==> src/rtl/fetch_stage_pkg.sv <==
// ----------------------------------------------------------------------------
// fetch_stage_pkg
//   Shared pipeline definitions used by the fetch stage and the controller
//   unit: the instruction word type, the NOP encoding, the fetch FSM state
//   enum, the IF/ID bundle layout and PC helper functions.
// ----------------------------------------------------------------------------
package fetch_stage_pkg;

    // Raw 32-bit instruction word as carried through the pipeline.
    typedef logic [31:0] instruction_t;

    // All-zero word decodes as a no-operation (sll $0,$0,0).
    localparam instruction_t NOP = 32'h0000_0000;

    // Byte increment between sequential fetches.
    localparam logic [31:0] PC_STEP = 32'd4;

    // Clears the byte-offset bits so every fetch address is word aligned.
    localparam logic [31:0] PC_ALIGN_MASK = 32'hFFFF_FFFC;

    // Fetch FSM states.
    typedef enum logic [0:0] {
        FETCH_RUN    = 1'b0,
        FETCH_HALTED = 1'b1
    } fetch_state_e;

    // IF/ID pipeline register contents.
    typedef struct packed {
        instruction_t instr;
        logic [31:0]  pc;
        logic         valid;
    } ifid_t;

    localparam int unsigned IFID_WIDTH = $bits(ifid_t);

    // Sequential successor of a fetch address, modulo 2^32.
    function automatic logic [31:0] pc_next_seq(input logic [31:0] cur);
        return cur + PC_STEP;
    endfunction

    // Redirect target forced onto a word boundary.
    function automatic logic [31:0] pc_align(input logic [31:0] target);
        return target & PC_ALIGN_MASK;
    endfunction

endpackage : fetch_stage_pkg

==> src/rtl/fetch_stage_pipeline_register.sv <==
// ----------------------------------------------------------------------------
// pipeline_register
//   Generic width-parameterised pipeline register with a synchronous clear
//   (dominant) and a load enable.
//
//   Ports:
//     clk_i     rising-edge clock
//     clear_i   synchronous clear, forces q_o to all zeros
//     enable_i  load d_i when high, hold otherwise
//     d_i       next contents
//     q_o       registered contents
// ----------------------------------------------------------------------------
module pipeline_register #(
    parameter int unsigned WIDTH = 1
) (
    input  logic             clk_i,
    input  logic             clear_i,
    input  logic             enable_i,
    input  logic [WIDTH-1:0] d_i,
    output logic [WIDTH-1:0] q_o
);

    logic [WIDTH-1:0] data_q;

    always_ff @(posedge clk_i) begin
        if (clear_i) begin
            data_q <= '0;
        end else if (enable_i) begin
            data_q <= d_i;
        end
    end

    assign q_o = data_q;

endmodule : pipeline_register

==> src/rtl/fetch_stage.sv <==
// ----------------------------------------------------------------------------
// fetch_stage
//   Instruction fetch stage: owns the PC, reads instruction memory
//   combinationally and loads the IF/ID pipeline register. Supports decode
//   stalls, delayed-branch redirects (the delay-slot instruction is kept)
//   and a terminal HALTED state left only through reset.
//
//   Parameters:
//     PC_RESET       first fetch address after reset
//     IM_ADDR_WIDTH  instruction-memory word-address width
//
//   Ports:
//     clock            rising-edge clock
//     reset            synchronous active-high reset
//     stall            hold PC and IF/ID (load-use hazard)
//     jumpEnabled      decode-stage taken jump/branch
//     jumpTarget       redirect address
//     halt             syscall retired, stop fetching
//     imAddress        instruction-memory word address (combinational)
//     imData           instruction word read at imAddress
//     pc               current fetch PC
//     ifidInstruction  IF/ID instruction (NOP while halted)
//     ifidPc           PC of ifidInstruction
//     ifidValid        IF/ID holds a real instruction
//     halted           fetch FSM is in HALTED
//
//   Build option FETCH_PERF_COUNTERS_EN adds fetchCount / stallCount outputs.
// ----------------------------------------------------------------------------
module fetch_stage
    import fetch_stage_pkg::*;
#(
    parameter logic [31:0] PC_RESET      = 32'h0000_3000,
    parameter int unsigned IM_ADDR_WIDTH = 10
) (
    input  logic                     clock,
    input  logic                     reset,
    input  logic                     stall,
    input  logic                     jumpEnabled,
    input  logic [31:0]              jumpTarget,
    input  logic                     halt,
    output logic [IM_ADDR_WIDTH-1:0] imAddress,
    input  logic [31:0]              imData,
    output logic [31:0]              pc,
    output instruction_t             ifidInstruction,
    output logic [31:0]              ifidPc,
    output logic                     ifidValid,
    output logic                     halted
`ifdef FETCH_PERF_COUNTERS_EN
    ,
    output logic [31:0]              fetchCount,
    output logic [31:0]              stallCount
`endif
);

    fetch_state_e state_q, state_d;
    logic [31:0]  pc_q, pc_d;
    logic         halted_q;

    ifid_t        ifid_q, ifid_d;
    logic         ifid_en;

    // Next-state decode; priority halt > stall > jump > sequential.
    always_comb begin
        state_d = state_q;
        pc_d    = pc_q;
        ifid_d  = ifid_q;
        ifid_en = 1'b0;

        unique case (state_q)
            FETCH_RUN: begin
                if (halt) begin
                    // Bubble into decode but keep the last PC for debug.
                    state_d      = FETCH_HALTED;
                    ifid_d.instr = NOP;
                    ifid_d.pc    = ifid_q.pc;
                    ifid_d.valid = 1'b0;
                    ifid_en      = 1'b1;
                end else if (!stall) begin
                    // Current fetch is latched even on a redirect: it is
                    // the branch-delay slot.
                    ifid_d.instr = imData;
                    ifid_d.pc    = pc_q;
                    ifid_d.valid = 1'b1;
                    ifid_en      = 1'b1;
                    pc_d = jumpEnabled ? pc_align(jumpTarget) : pc_next_seq(pc_q);
                end
            end
            FETCH_HALTED: begin
                state_d = FETCH_HALTED;
            end
            default: begin
                state_d = FETCH_RUN;
            end
        endcase
    end

    always_ff @(posedge clock) begin
        if (reset) begin
            state_q  <= FETCH_RUN;
            pc_q     <= PC_RESET;
            halted_q <= 1'b0;
        end else begin
            state_q  <= state_d;
            pc_q     <= pc_d;
            halted_q <= (state_d == FETCH_HALTED);
        end
    end

    logic [IFID_WIDTH-1:0] ifid_q_raw;

    pipeline_register #(
        .WIDTH (IFID_WIDTH)
    ) u_ifid_reg (
        .clk_i    (clock),
        .clear_i  (reset),
        .enable_i (ifid_en),
        .d_i      (ifid_d),
        .q_o      (ifid_q_raw)
    );

    assign ifid_q = ifid_t'(ifid_q_raw);

`ifdef FETCH_PERF_COUNTERS_EN
    logic [31:0] fetch_cnt_q;
    logic [31:0] stall_cnt_q;

    // Halt outranks stall, so a halting cycle is not counted as a stall.
    always_ff @(posedge clock) begin
        if (reset) begin
            fetch_cnt_q <= '0;
            stall_cnt_q <= '0;
        end else if (state_q == FETCH_RUN && !halt) begin
            if (stall) begin
                stall_cnt_q <= stall_cnt_q + 32'd1;
            end else begin
                fetch_cnt_q <= fetch_cnt_q + 32'd1;
            end
        end
    end

    assign fetchCount = fetch_cnt_q;
    assign stallCount = stall_cnt_q;
`endif

    assign imAddress       = pc_q[IM_ADDR_WIDTH+1:2];
    assign pc              = pc_q;
    assign ifidInstruction = ifid_q.instr;
    assign ifidPc          = ifid_q.pc;
    assign ifidValid       = ifid_q.valid;
    assign halted          = halted_q;

endmodule : fetch_stage
==> config.mk <==
export PLATFORM = sky130hd
export DESIGN_NAME = fetch_stage
export DESIGN_NICKNAME = d
export VERILOG_FILES = /design/src/rtl/fetch_stage_pkg.sv /design/src/rtl/fetch_stage_pipeline_register.sv /design/src/rtl/fetch_stage.sv
export SDC_FILE = /design/constraint.sdc
export NUM_CORES = 1
export LEC_CHECK = 0
export ABC_AREA = 1
export CELL_PAD_IN_SITES_DETAIL_PLACEMENT = 1
export CELL_PAD_IN_SITES_GLOBAL_PLACEMENT = 1
export CORE_MARGIN = 2
export CORE_UTILIZATION = 32
export CTS_BUF_LIST = sky130_fd_sc_hd__clkbuf_4 sky130_fd_sc_hd__clkbuf_8 sky130_fd_sc_hd__clkbuf_16
export DETAILED_ROUTE_END_ITERATION = 8
export PLACE_DENSITY_LB_ADDON = 0.1
export SYNTH_ARGS = -nofsm -noshare
export SYNTH_HDL_FRONTEND = slang
export SYNTH_SLANG_ARGS = --single-unit
==> constraint.sdc <==
create_clock -name clock -period 4.2 [get_ports clock]
set_input_delay 0.63 -clock clock [delete_from_list [all_inputs] [get_ports clock]]
set_output_delay 0.63 -clock clock [all_outputs]
set_load 0.1 [all_outputs]
==> results of run 1 <==
==> layout make-up <==
| cell class | count | area share (%) |
|---|---|---|
| well taps | 176 | 3.417 |
| multi-input cells | 487 | 34.04 |
| inverters | 30 | 1.748 |
| clock buffers | 10 | 3.709 |
| flip-flops and latches | 94 | 29.20 |
| repair buffers | 174 | 26.80 |
| clock inverters | 6 | 1.087 |
==> sequential cells by signal, indices dropped and copies added, names as in the netlist <==
signal / flops
pc: 30
u_ifid_reg.q_o: 63
halted: 1
==> final timing paths <==
kind	to	slack [ps]	cells past startpoint
worst max register to register	pc[12]	2140	7
worst min-delay path	u_ifid_reg.q_o[64]	460	2
worst min register to register	u_ifid_reg.q_o[64]	460	2
worst max-delay path	imAddress[0]	1390	1
==> synth_stat cells (2+ instances only) <==
library cell  number  area [sq um]
o31ai_1            3         22.52
o21a_1             2         15.01
nand2_1          191         716.9
nor2_1            87         326.6
dfxtp_1           94          1882
inv_1             26         97.59
a21oi_2            5         43.79
o21ai_0           55         275.3
buf_2              8         40.04
nand2_2            8         50.05
nand3_1           32         160.2
inv_2              4         15.01
a21oi_1           79         395.4
clkbuf_1          26         97.59
nor2_4             7         78.83
nor2_2             7         43.79
buf_4             15         112.6
==> cell families after synthesis <==
| group | synth area share [%] |
|---|---|
| AO/OA/AOI/OAI | 17.44 |
| adder cells (fa/ha/maj) | 0.2826 |
| AND/OR/NAND/NOR | 31.49 |
| buffers and inverters | 8.197 |
| flip-flops | 42.51 |
| other | 0.08471 |
==> where the power goes <==
| group | internal (W) | switching (W) |
|---|---|---|
| sequential | 0.000930 | 0.0000358 |
| combinational | 0.000158 | 0.000447 |
| clock | 0.000481 | 0.000367 |
==> metal layers <==
layer / wire, microns / track usage (%)
met1: 7280 / 28.55
met4: 195 / 6.322
met3: 711 / 3.558
met5: 0 / 0
met2: 7475 / 35.08
==> stage by stage <==
step | cell area [sq um] | hold slack [ps] | setup slack (ps) | std cells | total power [W]
6_report | 6444 | 464.3 | 1388 | 977 | 0.002419
5_1_grt | 6444 | 492.6 | 1359 | 977 | 0.002518
4_1_cts | 6444 | 465.1 | 1404 | 977 | 0.002444
3_5_place_dp | 6135 | 455.4 | 1417 | 961 | 0.001593
3_3_place_gp | 6135 | 447.5 | 1486 | 961 | 0.001582
2_1_floorplan | 4438 | 778.3 | 1919 | 660 | 0.001416
==> metrics.md, run 1 <==
| Metric | Value |
|---|---|
| Outcome | `completed` |
| Avg Vias per Cell | `4.960` |
| Post-DP HPWL | `11240 microns` |
| Setup crit start | `pc[2]` |
| Gpl congestion | `slightly above 0.8` |
| Initial antenna violation count | `0` |
| Worst Path Buf+Inv | `1` |
| Final hold violations | `0` |
| Tcrit/Tclk final | `roughly two thirds` |
| Die width | `121.6 microns` |
| # rows | `42` |
| Yosys warns | `0` |
| Routed WL | `15660 microns` |
| Root buf cell | `clkbuf_16` |
| Slew headroom | `just over 30%` |
| Crit-path max FO | `8` |
| Core Util, Final | `48.09%` |
| CP max-delay cell | `clkdlybuf4s50_1` |
| Drt pass-1 iters | `4` |
| Fmax | `0.3557 GHz` |
| Max IR drop VDD | `0.1707 mV` |
| Antenna diodes | `0` |
| GR Overflow Total | `0` |
| Effective utilization at floorplan | `around a third` |
| TritonCTS sink count | `94` |
| Layout net count | `866` |
| Final ANT Viol Nets | `0` |
| Crit path max-delay family | `buffers and inverters` |
| Core area | `13400 sq um` |
| Vias in the first global route | `4937` |
| Startpoint types | `flop` |
| Iter 0 DRT Violations | `199` |
| Pin count of the biggest net entering global routing | `107` |
| Clock transition at path regs | `60 ps` |
| Worst Max-Slew Pin Slew | `~1000 ps` |
| Area of the multi-input gates | `2193 sq um` |
| Critical Path AT | `about 2200 ps` |
| Worst Path Required | `3570 ps` |
| Post-CTS setup buffers | `0` |
| Final TNS setup | `0 ps` |
| Die Span Y | `121.6 microns` |
| # resized after CTS | `0` |
| Static Leakage | `2.218 nW` |
| Commonest non-fill, non-tap cell in the layout | `nand2_1` |
| Netlist Area Pre-Place | `4427 sq um` |
| Seq cells post-synth | `94` |
| Post-synth ARST share | `0%` |
| DRC | `0` |
| FF+latch area | `between 1500 and 2000 sq um` |
| WS Path Type | `reg2out` |
| H-tree depth | `3` |
| Unique masters post-synth | `25` |
| Die area | `14790 sq um` |
| CTS tree | `built` |
| Final Critical Period | `2812 ps` |
| DR WL/cell | `16.03 microns` |
| Number of synthesized flops with an enable pin | `0` |
| Post-Synthesis Cells | `657` |
| Sequential element share of the synthesized area | `42.51%` |
| Hold-fix buffers, CTS | `0` |
| Num CTS Buffers | `9` |
| Max Cap Viol | `0` |
| Ports | `177` |
| Max Root-Sink Buffers | `2` |
| FILL cells | `1705` |
| Crit. End Element | `output pin` |
| FF-to-FF Start | `halted` |
| Syn avg cell area | `6.738 sq um` |
| Worst-path cell chain | `clkdlybuf4s50_1` |
| Hold wc startpoint | `u_ifid_reg.q_o[64]` |
| Slew Limit Fails | `0` |
| Most frequent cells in the layout | `191 x nand2_1, 169 x clkdlybuf4s50_1, 94 x dfxtp_1` |
| GR Util All Layers | `21.23%` |
| Top_reg_cell synth | `dfxtp_1` |
| Pwr/cell area | `375.4 nW/um^2` |
| Clock Skew | `6.823 ps` |
| Insertion delay to the later sink of the worst-skew pair | `350 ps` |
| Via count | `4846` |
| Final setup fails | `0` |
| First-pass GRT wire length | `approximately 25000 microns` |
| Worst hold path type | `reg2reg` |
| Share of layout cells above drive strength 1 | `6.492%` |
| Area growth, synth to finish | `45.56%` |
| Crit-path max cell delay | `1230 ps` |
| Number of port buffers | `170` |
| RSZ-0062 raised after global routing | `no` |
Note: power is estimated with default switching activity, not from simulation.
==> run 2: changes to the inputs <==
- CORE_UTILIZATION: 32 -> 27
- clock period: 4.2 -> 2.3 ns (I/O delays scaled with it)
==> metrics.md, run 2 (synthesis gave the netlist of run 1 again) <==
| Metric | Value |
|---|---|
| R2R depth | `10 (+3)` |
| Slew Limit Fails | `0 (unchanged)` |
| Via count | `4817 (-0.60%)` |
| DR WL/cell | `15.82 microns (-1.3%)` |
| H-tree depth | `3 (unchanged)` |
| Outcome | `completed` |
| Worst Path Required | `2510 ps (-1060 ps)` |
| Initial antenna violation count | `0 (unchanged)` |
| Core area | `15940 sq um (+19%)` |
| Avg Vias per Cell | `4.700 (-5.3%)` |
| Area growth, synth to finish | `43.78%` |
| Root buf cell | `clkbuf_16` |
| Static Leakage | `2.493 nW (+12%)` |
| Max Cap Viol | `0 (unchanged)` |
| Num CTS Buffers | `9 (unchanged)` |
| Number of port buffers | `170 (unchanged)` |
| First-pass GRT wire length | `25720 microns (+4.6%)` |
| GR Util All Layers | `18.44% (-2.8 points)` |
| Routed WL | `16210 microns (+3.5%)` |
| Antenna diodes | `0 (unchanged)` |
| Layout net count | `874 (+0.92%)` |
| Vias in the first global route | `4887 (-1.0%)` |
| Insertion delay to the later sink of the worst-skew pair | `350 ps (about the same)` |
| Reg-to-reg critical path endpoint | `pc[22]` |
| Crit-path max FO | `5 (-3)` |
| GR Overflow Total | `0 (unchanged)` |
| Final ANT Viol Nets | `0 (unchanged)` |
| Worst-path cell chain | `ha_1 -> nand2_1 -> nor2_2 -> nand2_2 -> nor2_4 -> nand2_1 -> nand2_1 -> nand3_1 -> nand2_1 -> a21oi_2` |
| Worst Max-Slew Pin Slew | `808.8 ps (-233.2 ps)` |
| Tcrit/Tclk final | `73.36%` |
| Hold depth | `2 (unchanged)` |
| # rows | `46 (+9.5%)` |
| Effective utilization at floorplan | `27.77% (-5.3 points)` |
| Pin count of the biggest net entering global routing | `63 (-41%)` |
| Drt pass-1 iters | `4 (unchanged)` |
| Crit. End Element | `flop` |
| Post-DP HPWL | `11870 microns (+5.5%)` |
| Most frequent cells in the layout | `191 x nand2_1, 115 x buf_4, 94 x dfxtp_1` |
| WS Path Type | `reg2reg` |
| Iter 0 DRT Violations | `241 (+21%)` |
| Max IR drop VDD | `0.3436 mV (+100%)` |
| TritonCTS sink count | `94 (unchanged)` |
| # resized after CTS | `0 (unchanged)` |
| Crit-path max cell delay | `340 ps (-890 ps)` |
| Die width | `132.0 microns (+8.6%)` |
| Hold-fix buffers, CTS | `0 (unchanged)` |
| Slew headroom | `46.02% (+16 points)` |
| Clock Skew | `6.957 ps (+0.1337 ps)` |
| Share of layout cells above drive strength 1 | `20.27% (+14 points)` |
| Hold wc startpoint | `u_ifid_reg.q_o[37]` |
| Final setup fails | `0 (unchanged)` |
| Worst Hold Path EP | `u_ifid_reg.q_o[37]` |
| Die Span Y | `132.0 microns (+8.6%)` |
| Max Root-Sink Buffers | `2 (unchanged)` |
| Fmax | `0.5927 GHz` |
| Hold Worst Slack | `463.5 ps (-0.7780 ps)` |
| Max reg flops | `63 (unchanged)` |
| Commonest non-fill, non-tap cell in the layout | `nand2_1` |
| Ports | `177 (unchanged)` |
| Top cell by count, worst path | `nand2_1` |
| CTS tree | `built` |
| Final hold violations | `0 (unchanged)` |
| CP max-delay cell | `dfxtp_1` |
| FF-to-FF Start | `pc[2]` |
| Reg2reg setup slack | `610 ps (-1530 ps)` |
| Worst hold path type | `reg2reg` |
| Final Critical Period | `about 1700 ps` |
| Post-CTS setup buffers | `0 (unchanged)` |
| RSZ-0062 raised after global routing | `no` |
| Critical Path AT | `1900 ps (-280 ps)` |
| Clock transition at path regs | `70 ps (about the same)` |
| Gpl congestion | `0.8767 (+6.3%)` |
| Startpoint types | `flop` |
| DRC | `0 (unchanged)` |
| Final TNS setup | `0 ps (unchanged)` |
| Pwr/cell area | `743.4 nW/um^2 (+98%)` |
| Die area | `17440 sq um (+18%)` |
[run 2: changes by cell type in the layout (fill, tap and decap cells not counted)]
| cell | delta |
|---|---|
| buf_4 | +111 |
| clkdlybuf4s50_1 | -104 |
| buf_12 | +1 |
| bufinv_16 | +3 |
| clkinv_2 | +1 |
| clkinv_4 | -1 |
| inv_6 | +1 |
| clkbuf_8 | -1 |
| clkinvlp_4 | -3 |
[run 2: through the flow]
step                      std cells  utilization [%]  instance area, sq um  worst slack, ps  power [W]
after global routing           1025            39.92                  6365            455.9   0.004909
after CTS                      1025            39.92                  6365            601.6   0.004801
after floorplan                 660                -                  4438            19.49   0.002586
after detailed placement       1009            37.62                  5997            338.4   0.002902
after global placement         1009            37.62                  5997            389.8   0.002886
final                          1025            39.92                  6365            612.7   0.004732
[run 2: report_power, final]
part / total (W) / switching [W] / internal, W
registers: 0.00176 / 0.0000596 / 0.00170
clock network: 0.00187 / 0.000695 / 0.00118
logic: 0.00110 / 0.000827 / 0.000273
[run 2: layout make-up]
type / instances / area [sq um]
fill: 2001 / 9578
multi-input combinational: 487 / 2193
sequential: 94 / 1882
timing repair buffer: 182 / 1539
tap: 216 / 270.3
clock buffer: 9 / 225.2
clock inverter: 7 / 142.6
inverter: 30 / 112.6
[run 2: worst max path at each step]
| stage | depth (start not counted) | slack [ps] | from | end |
|---|---|---|---|---|
| final | 10 | 610 | pc[2] | pc[22] |
| after detailed placement | 8 | 340 | halt | pc[7] |
| after global routing | 9 | 460 | pc[15] | pc[31] |
| after floorplan | 10 | 20 | pc[2] | pc[22] |
| after global placement | 8 | 390 | halt | pc[9] |
| after CTS | 10 | 600 | pc[2] | pc[26] |
[run 2: critical path: cells and delay by family, from the launching register on]
| family | cells | cell delay [ps] |
|---|---|---|
| compound gates | 1 | 50 |
| fa+ha+maj | 1 | 200 |
| flops | 1 | 340 |
| simple gates | 8 | 960 |
[run 2: routing by layer]
| metal | GRT usage [%] | part of all wire, % |
|---|---|---|
| met1 | 23.81 | 46 |
| met2 | 30.47 | 48 |
| met3 | 4.998 | 4.9 |
| met4 | 4.710 | 1.2 |
| met5 | 0 | 0 |
==> run 3: changes to the inputs <==
- CORE_UTILIZATION: 27 -> 30
- clock period: 2.3 -> 1.7 ns (I/O delays scaled with it)
==> metrics.md, run 3 (synthesis gave the netlist of run 1 again) <==
| Metric | Value |
|---|---|
| Outcome | `completed` |
| CP max-delay cell | `dfxtp_2` |
| Gpl congestion | `0.8736 (-0.35%)` |
| DR WL/cell | `16.78 microns (+6.1%)` |
| CTS tree | `built` |
| Pre-CTS WS | `-185.5 ps (-523.9 ps)` |
| Num CTS Buffers | `9 (unchanged)` |
| Top cell by count, worst path | `nand2_1` |
| Hold wc startpoint | `reset` |
| Number of port buffers | `170 (unchanged)` |
| Area growth, synth to finish | `76.99%` |
| Routed WL | `17010 microns (+4.9%)` |
| Iter 0 DRT Violations | `222 (-7.9%)` |
| Final Critical Period | `1598 ps (-89.20 ps)` |
| Slew Limit Fails | `0 (unchanged)` |
| FILL cells | `1718 (-14%)` |
| Final setup fails | `0 (unchanged)` |
| Ports | `177 (unchanged)` |
| Worst hold path type | `in2reg` |
| TritonCTS sink count | `94 (unchanged)` |
| Max Root-Sink Buffers | `2 (unchanged)` |
| Via count | `4972 (+3.2%)` |
| GR Overflow Total | `0 (unchanged)` |
| Hold depth | `3 (+1)` |
| Antenna diodes | `0 (unchanged)` |
| Core area | `14480 sq um (-9.2%)` |
| First-pass GRT wire length | `27210 microns (+5.8%)` |
| WS Path Type | `reg2reg` |
| Setup crit start | `pc[16]` |
| FF+latch area | `1924 sq um (+2.3%)` |
| Crit. End Element | `flop` |
| Clock Skew | `7.128 ps (+0.1718 ps)` |
| Avg Vias per Cell | `4.903 (+4.3%)` |
| Effective utilization at floorplan | `30.57% (+2.8 points)` |
| Insertion delay to the later sink of the worst-skew pair | `360 ps (about the same)` |
| H-tree depth | `3 (unchanged)` |
| Max reg flops | `63 (unchanged)` |
| Final hold violations | `0 (unchanged)` |
| R2R depth | `9 (-1)` |
| # rows | `44 (-4.3%)` |
| RSZ-0062 raised after global routing | `no` |
| Tcrit/Tclk final | `94.00% (+21 points)` |
| Drt pass-1 iters | `5 (+1)` |
| Critical Path AT | `1820 ps (-80 ps)` |
| Layout net count | `895 (+2.4%)` |
| Initial antenna violation count | `0 (unchanged)` |
| Setup ws final | `101.9 ps (-510.8 ps)` |
| Commonest non-fill, non-tap cell in the layout | `nand2_1` |
| Fmax | `0.6258 GHz (+5.6%)` |
| Share of layout cells above drive strength 1 | `26.87% (+6.6 points)` |
| Vias in the first global route | `5302 (+8.5%)` |
| Max IR drop VDD | `0.3664 mV (+6.6%)` |
| Clock transition at path regs | `70 ps (about the same)` |
| Die width | `125.5 microns (-5.0%)` |
| Root buf cell | `clkbuf_16` |
| Static Leakage | `2.901 nW (+16%)` |
| FF-to-FF Start | `pc[16]` |
| Max Cap Viol | `0 (unchanged)` |
| Placed Area | `7476 sq um (+25%)` |
| Startpoint types | `flop` |
| Area of the multi-input gates | `2233 sq um (+1.8%)` |
| Most frequent cells in the layout | `191 x nand2_1, 107 x buf_12, 80 x nor2_1` |
| Crit-path max FO | `6 (+1)` |
| Die area | `15740 sq um (-9.7%)` |
| Worst Path Required | `1920 ps (-590 ps)` |
| Post-route cell area | `7835 sq um (+23%)` |
| Hold-fix buffers, CTS | `0 (unchanged)` |
| DRC | `0 (unchanged)` |
| GR Util All Layers | `21.54% (+3.1 points)` |
| Worst-path cell chain | `nand2_1 -> nor2_1 -> nand2_1 -> nor2_4 -> nand2_1 -> nand2_1 -> nand3_1 -> nand2_1 -> a21oi_2` |
| Pin count of the biggest net entering global routing | `39 (-38%)` |
| Final ANT Viol Nets | `0 (unchanged)` |
| Pwr/cell area | `811.0 nW/um^2 (+9.1%)` |
| Post-DP HPWL | `13000 microns (+9.5%)` |
| Crit-path max cell delay | `440 ps (+100 ps)` |
| Die Span Y | `125.5 microns (-5.0%)` |
-- run 3: changes by cell type in the layout (fill, tap and decap cells not counted), moves of 3 or more --
cell       delta
nor2_4        +4
nor2_2        +3
bufinv_16     -3
dfxtp_1      -30
buf_4        -87
nor2_1        -7
buf_12      +106
dfxtp_2      +28
-- run 3: worst max-delay path: cells and delay by family, from the launching register on --
| family | cells | cell delay (ps) |
|---|---|---|
| flip-flops | 1 | 440 |
| AND/OR/NAND/NOR | 8 | 980 |
| AO/OA/AOI/OAI | 1 | 50 |
-- run 3: path summary, 6_finish.rpt --
check                                           to  slack, ps
worst min register to register  u_ifid_reg.q_o[58]        500
worst max-delay path                        pc[22]        100
worst max register to register              pc[22]        100
worst min-delay path            u_ifid_reg.q_o[45]        390
-- run 3: layout make-up --
cell class	count	share of cell area (%)
clock buffer	10	2.970
clock inverter	6	0.9103
inverter	30	1.437
multi-input combinational	487	28.51
sequential	94	24.56
tap	184	2.938
timing repair buffer	203	38.68
-- run 3: stage by stage --
| step | utilization, % | power, W | TNS [ps] | cells | hold WS (ps) |
|---|---|---|---|---|---|
| floorplan | - | 0.003503 | 0 | 660 | 403.3 |
| CTS | 53.73 | 0.006399 | 0 | 1013 | 386.3 |
| detailed placement | 51.63 | 0.004283 | -1239 | 997 | 493.2 |
| global placement | 51.63 | 0.004248 | -119.7 | 997 | 484.2 |
| global route | 54.11 | 0.006575 | 0 | 1014 | 420.1 |
| finish | 54.11 | 0.006354 | 0 | 1014 | 391.3 |
-- run 3: routing by layer --
| metal | part of all wire (%) | GRT usage [%] | routed length [microns] |
|---|---|---|---|
| met1 | 43 | 27.04 | 7385 |
| met2 | 48 | 36.28 | 8170 |
| met3 | 6.2 | 4.279 | 1050 |
| met4 | 2.4 | 8.497 | 405 |
| met5 | 0 | 0 | 0 |
-- run 3: what timing repair did --
item,4_1_cts,5_1_grt
setup endpoints to repair,0,14
setup buffers,0,1
endpoints found under the hold margin,0,0
gates resized for setup,0,14
-- run 3: where the power goes --
| part | leakage [nW] | internal, W | total [W] | switching [W] |
|---|---|---|---|---|
| logic | 1.97 | 0.000660 | 0.00181 | 0.00115 |
| clock network | 0.148 | 0.00117 | 0.00212 | 0.000953 |
| registers | 0.779 | 0.00230 | 0.00243 | 0.000123 |
